$ cat config.mk
export PLATFORM = sky130hd
export DESIGN_NAME = wb_io_arbiter
export DESIGN_NICKNAME = d
export VERILOG_FILES = /design/src/rtl/wb_io_arbiter.sv
export SDC_FILE = /design/constraint.sdc
export NUM_CORES = 1
export LEC_CHECK = 0
export ABC_CLOCK_PERIOD_IN_PS = 1100
export CAP_MARGIN = 40
export CELL_PAD_IN_SITES_DETAIL_PLACEMENT = 1
export CELL_PAD_IN_SITES_GLOBAL_PLACEMENT = 1
export CORE_MARGIN = 1
export CORE_UTILIZATION = 11
export DETAILED_ROUTE_END_ITERATION = 8
export PLACE_DENSITY_LB_ADDON = 0.1
export RECOVER_POWER = 25
export SKIP_CTS_REPAIR_TIMING = 1
export SLEW_MARGIN = 20
export SYNTH_ARGS = -nofsm -noshare
export SYNTH_HDL_FRONTEND = slang
export SYNTH_SLANG_ARGS = --single-unit
$ cat constraint.sdc
create_clock -name wb_clk_i -period 1.1 [get_ports wb_clk_i]
set_input_delay 0.11 -clock wb_clk_i [delete_from_list [all_inputs] [get_ports wb_clk_i]]
set_output_delay 0.11 -clock wb_clk_i [all_outputs]
set_load 0.02 [all_outputs]
$ cat src/rtl/wb_io_arbiter.sv
// wb_io_arbiter: two-master Wishbone arbiter onto one shared io slave port, round-robin on ties.
// Define WB_IO_ARBITER_TIMEOUT_EN to add the slave-response timeout counter and ABORT state.
module wb_io_arbiter #(
   parameter int unsigned TIMEOUT_CYCLES = 255
) (
   input  logic        wb_clk_i,
   input  logic        wb_rstn_i,
   input  logic [31:0] wbm0_adr_i,
   input  logic [31:0] wbm0_dat_i,
   input  logic [3:0]  wbm0_sel_i,
   input  logic        wbm0_we_i,
   input  logic        wbm0_cyc_i,
   input  logic        wbm0_stb_i,
   input  logic [2:0]  wbm0_cti_i,
   input  logic [1:0]  wbm0_bte_i,
   output logic [31:0] wbm0_dat_o,
   output logic        wbm0_ack_o,
   output logic        wbm0_err_o,
   output logic        wbm0_rty_o,
   input  logic [31:0] wbm1_adr_i,
   input  logic [31:0] wbm1_dat_i,
   input  logic [3:0]  wbm1_sel_i,
   input  logic        wbm1_we_i,
   input  logic        wbm1_cyc_i,
   input  logic        wbm1_stb_i,
   input  logic [2:0]  wbm1_cti_i,
   input  logic [1:0]  wbm1_bte_i,
   output logic [31:0] wbm1_dat_o,
   output logic        wbm1_ack_o,
   output logic        wbm1_err_o,
   output logic        wbm1_rty_o,
   output logic [31:0] wbs_adr_o,
   output logic [31:0] wbs_dat_o,
   output logic [3:0]  wbs_sel_o,
   output logic        wbs_we_o,
   output logic        wbs_cyc_o,
   output logic        wbs_stb_o,
   output logic [2:0]  wbs_cti_o,
   output logic [1:0]  wbs_bte_o,
   input  logic [31:0] wbs_dat_i,
   input  logic        wbs_ack_i,
   input  logic        wbs_err_i,
   input  logic        wbs_rty_i,
   output logic [1:0]  grant_o
);

   typedef enum logic [1:0] {IDLE, BUSY, ABORT} state_e;

   state_e state_q, state_d;
   logic   owner_q, owner_d;
   logic   last_owner_q, last_owner_d;
   logic   own_cyc, own_stb, resp, busy, abort, timeout_hit;

   if (TIMEOUT_CYCLES < 2 || TIMEOUT_CYCLES > 65535) begin : g_bad_timeout
      $error("wb_io_arbiter: TIMEOUT_CYCLES must be within 2..65535");
   end

   assign own_cyc = owner_q ? wbm1_cyc_i : wbm0_cyc_i;
   assign own_stb = owner_q ? wbm1_stb_i : wbm0_stb_i;
   assign resp    = wbs_ack_i | wbs_err_i | wbs_rty_i;
   assign busy    = state_q == BUSY;
   assign abort   = state_q == ABORT;

`ifdef WB_IO_ARBITER_TIMEOUT_EN
   localparam logic [15:0] THRESH = 16'(TIMEOUT_CYCLES - 1);

   logic [15:0] cnt_q, cnt_d;

   // A response in the threshold cycle wins over the abort.
   assign timeout_hit = busy && own_stb && !resp && cnt_q == THRESH;

   always_comb begin
      cnt_d = (!busy || resp) ? 16'd0 : own_stb ? cnt_q + 16'd1 : cnt_q;
   end

   always_ff @(posedge wb_clk_i or negedge wb_rstn_i) begin
      if (!wb_rstn_i) begin
         cnt_q <= 16'd0;
      end else begin
         cnt_q <= cnt_d;
      end
   end
`else
   assign timeout_hit = 1'b0;
`endif

   always_comb begin
      state_d      = state_q;
      owner_d      = owner_q;
      last_owner_d = last_owner_q;
      unique case (state_q)
         IDLE: begin
            if (wbm0_cyc_i || wbm1_cyc_i) begin
               state_d = BUSY;
               owner_d = (wbm0_cyc_i && wbm1_cyc_i) ? ~last_owner_q : wbm1_cyc_i;
            end
         end
         BUSY: begin
            if (!own_cyc) begin
               state_d      = IDLE;
               last_owner_d = owner_q;
            end else if (timeout_hit) begin
               state_d = ABORT;
            end
         end
         ABORT: begin
            state_d      = own_cyc ? BUSY : IDLE;
            last_owner_d = own_cyc ? last_owner_q : owner_q;
         end
         default: state_d = IDLE;
      endcase
   end

   always_ff @(posedge wb_clk_i or negedge wb_rstn_i) begin
      if (!wb_rstn_i) begin
         state_q      <= IDLE;
         owner_q      <= 1'b0;
         last_owner_q <= 1'b1;
      end else begin
         state_q      <= state_d;
         owner_q      <= owner_d;
         last_owner_q <= last_owner_d;
      end
   end

   assign wbs_adr_o = owner_q ? wbm1_adr_i : wbm0_adr_i;
   assign wbs_dat_o = owner_q ? wbm1_dat_i : wbm0_dat_i;
   assign wbs_sel_o = owner_q ? wbm1_sel_i : wbm0_sel_i;
   assign wbs_we_o  = owner_q ? wbm1_we_i  : wbm0_we_i;
   assign wbs_cti_o = owner_q ? wbm1_cti_i : wbm0_cti_i;
   assign wbs_bte_o = owner_q ? wbm1_bte_i : wbm0_bte_i;
   assign wbs_cyc_o = busy & own_cyc;
   assign wbs_stb_o = busy & own_stb;

   assign wbm0_dat_o = wbs_dat_i;
   assign wbm1_dat_o = wbs_dat_i;
   assign wbm0_ack_o = busy & ~owner_q & wbs_ack_i;
   assign wbm1_ack_o = busy &  owner_q & wbs_ack_i;
   assign wbm0_err_o = ~owner_q & ((busy & wbs_err_i) | abort);
   assign wbm1_err_o =  owner_q & ((busy & wbs_err_i) | abort);
   assign wbm0_rty_o = busy & ~owner_q & wbs_rty_i;
   assign wbm1_rty_o = busy &  owner_q & wbs_rty_i;

   assign grant_o = (busy | abort) ? {owner_q, ~owner_q} : 2'b00;

endmodule

==> results.py, run 1 <==
metrics = {
    "detailed_routing": {
        "wl_per_cell_um": 17.4,
        "drt_wl_total_um": 10200,
        "vias_per_cell": 3.32,
        "drt-pass1-iter-count": 4,
        "routed-via-count": 1951,
        "detail-route-antenna-nets": 0,
        "drt-initial-drc-count": 56,
        "post-route-drc-count": 0,
    },
    "layout": {
        "fillers": 1843,
        "area_growth_pct": 139,
        "fin_nets": 556,
        "drive_above_1_share_pct": 53.8,
        "final_util_pct": 26.8,
    },
    "floorplan": {
        "core-area_um2": 16500,
        "die_h_um": 132,
        "rows": 47,
        "ios": 337,
        "die_w_um": 132,
        "die_area_um2": 17300,
        "start_util_pct": 11.2,
    },
    "sta": {
        "fmaxAchievable_ghz": 0.615,
        "worst_pin_slew_ns": 0.175,
        "min_period_over_period_pct": 148,
        "setup_viol": 86,
        "skew_ns": 0.00208,
        "rsz0062_at_grt": "yes",
        "setup_slack_ns": -0.525,
        "hold_viol": 0,
        "relSlewSlack_pct": 88.1,
        "period_needed_ns": 1.63,
        "final_max_slew_viol_count": 0,
    },
    "grt": {
        "antenna_found_initial": 3,
        "grt_overflow": 0,
        "grt_max_degree": 25,
        "grt_pass1_wl_um": 13900,
        "grt_pass1_vias": 2007,
        "grtUsageTotal_pct": 10.7,
    },
    "power_and_ir_drop": {
        "power.density_nw_per_um2": 1740,
        "power_w": 0.00766,
        "leakagePower_nw": 1.94,
        "ir_worst_vdd_uv": 548,
    },
    "yosys": {
        "synth.distinct_cells": 17,
        "yosys_warnings": 0,
        "synth_fp_nets": 361,
        "synth_area_um2": 1850,
        "syn_inst": 172,
        "synth-seq-cells": 3,
        "synth_area_per_cell_um2": 10.7,
        "ys_seq_area_share_pct": 4.13,
    },
    "outcome": {
        "status": "complete, but fails checks",
        "violations": "setup timing",
    },
    "critical_path": {
        "r2r_start": "owner_q$_DFFE_PN0P_",
        "path_class": "register to primary output",
        "crit_arrival_ns": 1.52,
        "end_kind": "primary output",
        "path_buf_inv": 3,
        "r2r_cells": 4,
        "r2r_slack_ns": -0.14,
        "worst_setup_path_start_kind": "register",
        "timing.rr.end": "state_q[0]$_DFFE_PN0P_",
        "endpoint": "wbs_dat_o[5]",
        "startpoint": "owner_q$_DFFE_PN0P_",
        "cp.required_ns": 0.99,
        "crit_chain": "buf_6 > clkbuf_16 > mux2_4 > buf_6",
        "max_stage_delay_ns": 0.54,
        "crit_slowest_cell": "dfrtp_4",
        "cp_common_cell": "buf_6",
        "path_depth": 4,
        "path_max_fanout": 7,
        "crit_family": "flip-flops",
    },
    "cts": {
        "root_buffer": "clkbuf_16",
        "numCtsBuffers": 3,
        "htreeDepth": 1,
        "cts_buffer_depth": 2,
        "cts_sinks": 3,
        "clk_pin_slew_ns": 0.03,
        "clk_latency_ns": 0.22,
        "cts_tree": "yes",
    },
    "placed_design": {
        "post-dp-hpwl_um": 8570,
        "io_buffers": 240,
        "finalWeightedCongestion": 0.747,
    },
    "flow_run": {
        "maxCapViolations": 0,
    },
    "worst_hold_path": {
        "min_path_type": "primary input to asynchronous set/reset pin",
    },
}
cell usage after synthesis:
cell type  number  area, um^2
a32o_1          1        10.0
a21oi_1         1        5.00
mux2i_1         2        20.0
o21ai_0         2        10.0
mux2_4         63         946
inv_1           1        3.75
dfstp_2         1        26.3
dfrtp_1         2        50.1
nor2_1          4        15.0
buf_2           1        5.00
nor2b_1         1        6.26
nand2_1         3        11.3
and3_1          3        18.8
buf_6           8        90.1
mux2_2         11         124
and2_1          4        25.0
buf_4          64         480
where the power goes:
| part | leakage [nW] | total (W) | internal [W] | switching, W |
|---|---|---|---|---|
| combinational | 1.87 | 0.00683 | 0.00402 | 0.00281 |
| clock | 0.0382 | 0.000581 | 0.000479 | 0.000103 |
| sequential | 0.0329 | 0.000256 | 0.000177 | 0.0000796 |
| total | 1.94 | 0.00766 | 0.00467 | 0.00299 |
sequential cells by signal, summed over array words and instances, names as in the netlist:
signal / count
owner_q: 1
state_q: 1
last_owner_q: 1
logic make-up after synthesis:
logic type,synth area share (%)
AO/OA/AOI/OAI,1.35
buffers and inverters,31.4
flip-flops,4.13
multiplexers,59.0
AND/OR/NAND/NOR,4.13
worst min path at each step:
stage	to	depth (start not counted)	start	slack [ns]
4_1_cts	state_q[0]$_DFFE_PN0P_	1	wb_rstn_i	0.09
6_report	state_q[0]$_DFFE_PN0P_	1	wb_rstn_i	0.08
3_3_place_gp	wbm0_dat_o[16]	0	wbs_dat_i[16]	0.22
5_1_grt	owner_q$_DFFE_PN0P_	1	wb_rstn_i	0.1
3_5_place_dp	wbm0_dat_o[16]	0	wbs_dat_i[16]	0.22
2_1_floorplan	owner_q$_DFFE_PN0P_	0	wb_rstn_i	-0.19
layout make-up:
class | instances | area, um^2 | area share (%)
Antenna cell | 1 | 2.50 | 0.0568
Clock buffer | 4 | 78.8 | 1.79
Timing Repair Buffer | 263 | 2730 | 62.0
Tap cell | 220 | 275 | 6.25
Multi-Input combinational cell | 95 | 1230 | 28.0
Inverter | 1 | 3.75 | 0.0852
Sequential cell | 3 | 80.1 | 1.82
routing by layer:
| metal | vias up | global-route usage, % | part of all wire, % |
|---|---|---|---|
| li1 | 919 | - | - |
| met1 | 899 | 11.9 | 38 |
| met2 | 120 | 19.5 | 52 |
| met3 | 9 | 4.48 | 9.4 |
| met4 | 4 | 1.23 | 0.32 |
| met5 | - | 0 | 0.27 |
through the flow:
step	TNS, ns	area, um^2	setup slack (ns)	hold WS (ns)	cells
after floorplan	-0.982	1860	-0.0164	-0.186	172
after global placement	-47.56	4090	-0.634	0.220	570
after detailed placement	-48.04	4090	-0.647	0.220	570
after CTS	-68.04	4170	-0.884	0.0867	574
after global routing	-42.55	4400	-0.564	0.0953	586
final	-39.15	4410	-0.525	0.0801	587
placed cells by master, fill, tap and decap left out:
master / count
a21oi_1: 1
a32o_1: 1
and2_2: 3
and2_4: 1
and3_4: 3
buf_12: 4
buf_2: 9
buf_4: 10
buf_6: 75
buf_8: 2
clkbuf_1: 1
clkbuf_16: 6
clkbuf_2: 4
clkdlybuf4s50_1: 156
dfrtp_1: 1
dfrtp_4: 1
dfstp_2: 1
diode_2: 1
inv_1: 1
mux2_2: 10
mux2_4: 64
mux2i_2: 2
nand2_1: 3
nor2_1: 2
nor2_2: 1
nor2_4: 1
nor2b_1: 1
o21ai_0: 1
o21ai_1: 1
Power figures use the tool's default switching activity.
==> inputs of run 2 (changes only) <==
Settings changed: CORE_MARGIN 1 to 2, GPL_ROUTABILITY_DRIVEN set to 1, RECOVER_POWER 25 to 100.
==> run 2 against run 1 <==
The flow still finishes with violations (setup timing). Highest routed layer unchanged. Clock skew shrank 0.0014 ns. Core utilization grew 0.20 points. Critical path depth is the same. Clock power is essentially flat. Via count grew 4.8%. Largest power group unchanged. Critical endpoint is now wbs_dat_o[6]. Global-route usage shrank 0.28 points. Total power grew 3.3%. Flip-flop and latch count is the same. First-iteration DRC count shrank 61%.
==> results.py, run 2 (synthesis gave the netlist of run 1 again) <==
metrics = {
    "cts": {
        "clk_pin_slew_ns": 0.03,
        "clk_latency_ns": 0.22,
        "root_buffer": "clkbuf_16",
        "htreeDepth": 1,
        "cts_sinks": 3,
        "cts_buffer_depth": 2,
        "numCtsBuffers": 3,
        "cts_tree": "yes",
    },
    "layout": {
        "fillers": 1864,
        "layout_commonest_cell": "clkdlybuf4s50_1",
        "top_regs": "last_owner_q: 1 flops, owner_q: 1 flops, state_q: 1 flops",
        "diodes": 0,
        "final_cell_mix": "clkdlybuf4s50_1, mux2_4, buf_6",
        "area_growth_pct": 141,
        "final_cells": 601,
        "drive_above_1_share_pct": 55.1,
        "fin_nets": 571,
    },
    "power_and_ir_drop": {
        "ir_worst_vdd_uv": 484,
        "power.density_nw_per_um2": 1780,
        "leakagePower_nw": 2.00,
    },
    "detailed_routing": {
        "wl_per_cell_um": 17.5,
        "detail-route-antenna-nets": 0,
        "vias_per_cell": 3.40,
        "drt_wl_total_um": 10500,
        "drt-pass1-iter-count": 3,
        "post-route-drc-count": 0,
        "drt-initial-drc-count": 22,
        "routed-via-count": 2045,
    },
    "sta": {
        "relSlewSlack_pct": 88.2,
        "rsz0062_at_grt": "yes",
        "period_needed_ns": 1.61,
        "min_period_over_period_pct": 147,
        "setup_viol": 85,
        "fmaxAchievable_ghz": 0.620,
        "final_max_slew_viol_count": 0,
        "worst_pin_slew_ns": 0.174,
        "setup_slack_ns": -0.514,
        "hold_viol": 0,
        "skew_ns": 0.000660,
    },
    "grt": {
        "grt_max_degree": 19,
        "antenna_found_initial": 1,
        "grtUsageTotal_pct": 10.5,
        "grt_pass1_wl_um": 14200,
        "grt_pass1_vias": 2013,
        "grt_overflow": 0,
    },
    "critical_path": {
        "max_stage_delay_ns": 0.52,
        "path_buf_inv": 3,
        "crit_chain": "buf_12 > buf_4 > mux2_4 > clkbuf_2",
        "crit_slowest_cell": "dfrtp_4",
        "worst_setup_path_start_kind": "register",
        "end_kind": "primary output",
        "path_class": "register to primary output",
        "path_max_fanout": 16,
        "crit_family": "flip-flops",
        "cp.required_ns": 0.99,
        "crit_arrival_ns": 1.50,
    },
    "placed_design": {
        "post-dp-hpwl_um": 8930,
        "io_buffers": 240,
        "dp_slack_ns": -0.664,
        "finalWeightedCongestion": 0.709,
        "placedCellCount": 572,
    },
    "flow_run": {
        "maxCapViolations": 0,
    },
    "floorplan": {
        "core-area_um2": 16500,
        "rows": 47,
        "ios": 337,
        "die_h_um": 134,
        "start_util_pct": 11.2,
        "die_area_um2": 17800,
        "die_w_um": 134,
    },
    "worst_hold_path": {
        "min_path_type": "primary input to asynchronous set/reset pin",
    },
    "outcome": {
        "status": "complete, but fails checks",
        "violations": "setup timing",
    },
}
-- run 2: cell count changes in the layout (fill, tap and decap cells not counted), moves of 3 or more --
cell      before  now
and3_1         0    3
and3_4         3    0
buf_4         10   28
buf_6         75   63
clkbuf_2       4   12
-- run 2: layout make-up --
class | count | area (um^2) | share of cell area (%)
clock buffers | 4 | 78.8 | 1.77
inverters | 1 | 3.75 | 0.0843
multi-input cells | 95 | 1230 | 27.6
flip-flops and latches | 3 | 80.1 | 1.80
well taps | 220 | 275 | 6.18
repair buffers | 278 | 2790 | 62.6
-- run 2: where the power goes --
| part | internal, W | leakage (nW) | switching [W] |
|---|---|---|---|
| combinational | 0.00419 | 1.93 | 0.00291 |
| sequential | 0.000176 | 0.0329 | 0.0000610 |
| clock | 0.000478 | 0.0382 | 0.000102 |
| total | 0.00484 | 2.00 | 0.00307 |
-- run 2: worst register-to-register path: cells and delay by family (launching register included) --
kind	cells	cell delay, ns
flip-flops	1	0.52
buffers and inverters	2	0.29
multiplexers	1	0.19
AO/OA/AOI/OAI	1	0.13
-- run 2: final timing paths --
kind	startpoint	depth (start not counted)	slack, ns	end
min in group wb_clk_i	wbs_dat_i[10]	0	0.22	wbm0_dat_o[10]
setup reg to reg	owner_q$_DFFE_PN0P_	4	-0.11	state_q[0]$_DFFE_PN0P_
setup / recovery	owner_q$_DFFE_PN0P_	4	-0.51	wbs_dat_o[6]
hold reg to reg	last_owner_q$_DFFE_PN1P_	2	0.49	last_owner_q$_DFFE_PN1P_
max in group asynchronous	wb_rstn_i	1	0.72	last_owner_q$_DFFE_PN1P_
hold / removal	wb_rstn_i	1	0.15	owner_q$_DFFE_PN0P_
-- run 2: stage by stage --
| step | utilization, % | setup TNS [ns] | cell area [um^2] | total power, W | hold slack [ns] |
|---|---|---|---|---|---|
| global placement | 24.9 | -49.86 | 4120 | 0.00645 | 0.220 |
| floorplan | - | -0.982 | 1860 | 0.00406 | -0.186 |
| finish | 27.0 | -39.72 | 4450 | 0.00792 | 0.152 |
| detailed placement | 24.9 | -50.23 | 4120 | 0.00645 | 0.220 |
| global route | 27.0 | -42.19 | 4450 | 0.00830 | 0.159 |
| CTS | 25.4 | -70.70 | 4200 | 0.00706 | 0.0839 |
-- run 2: metal layers --
metal	GRT usage [%]	vias up	part of all wire, %
li1	-	949	-
met3	5.44	14	11
met2	18.9	133	52
met5	0	-	0.12
met1	11.0	947	35
met4	1.60	2	1.4
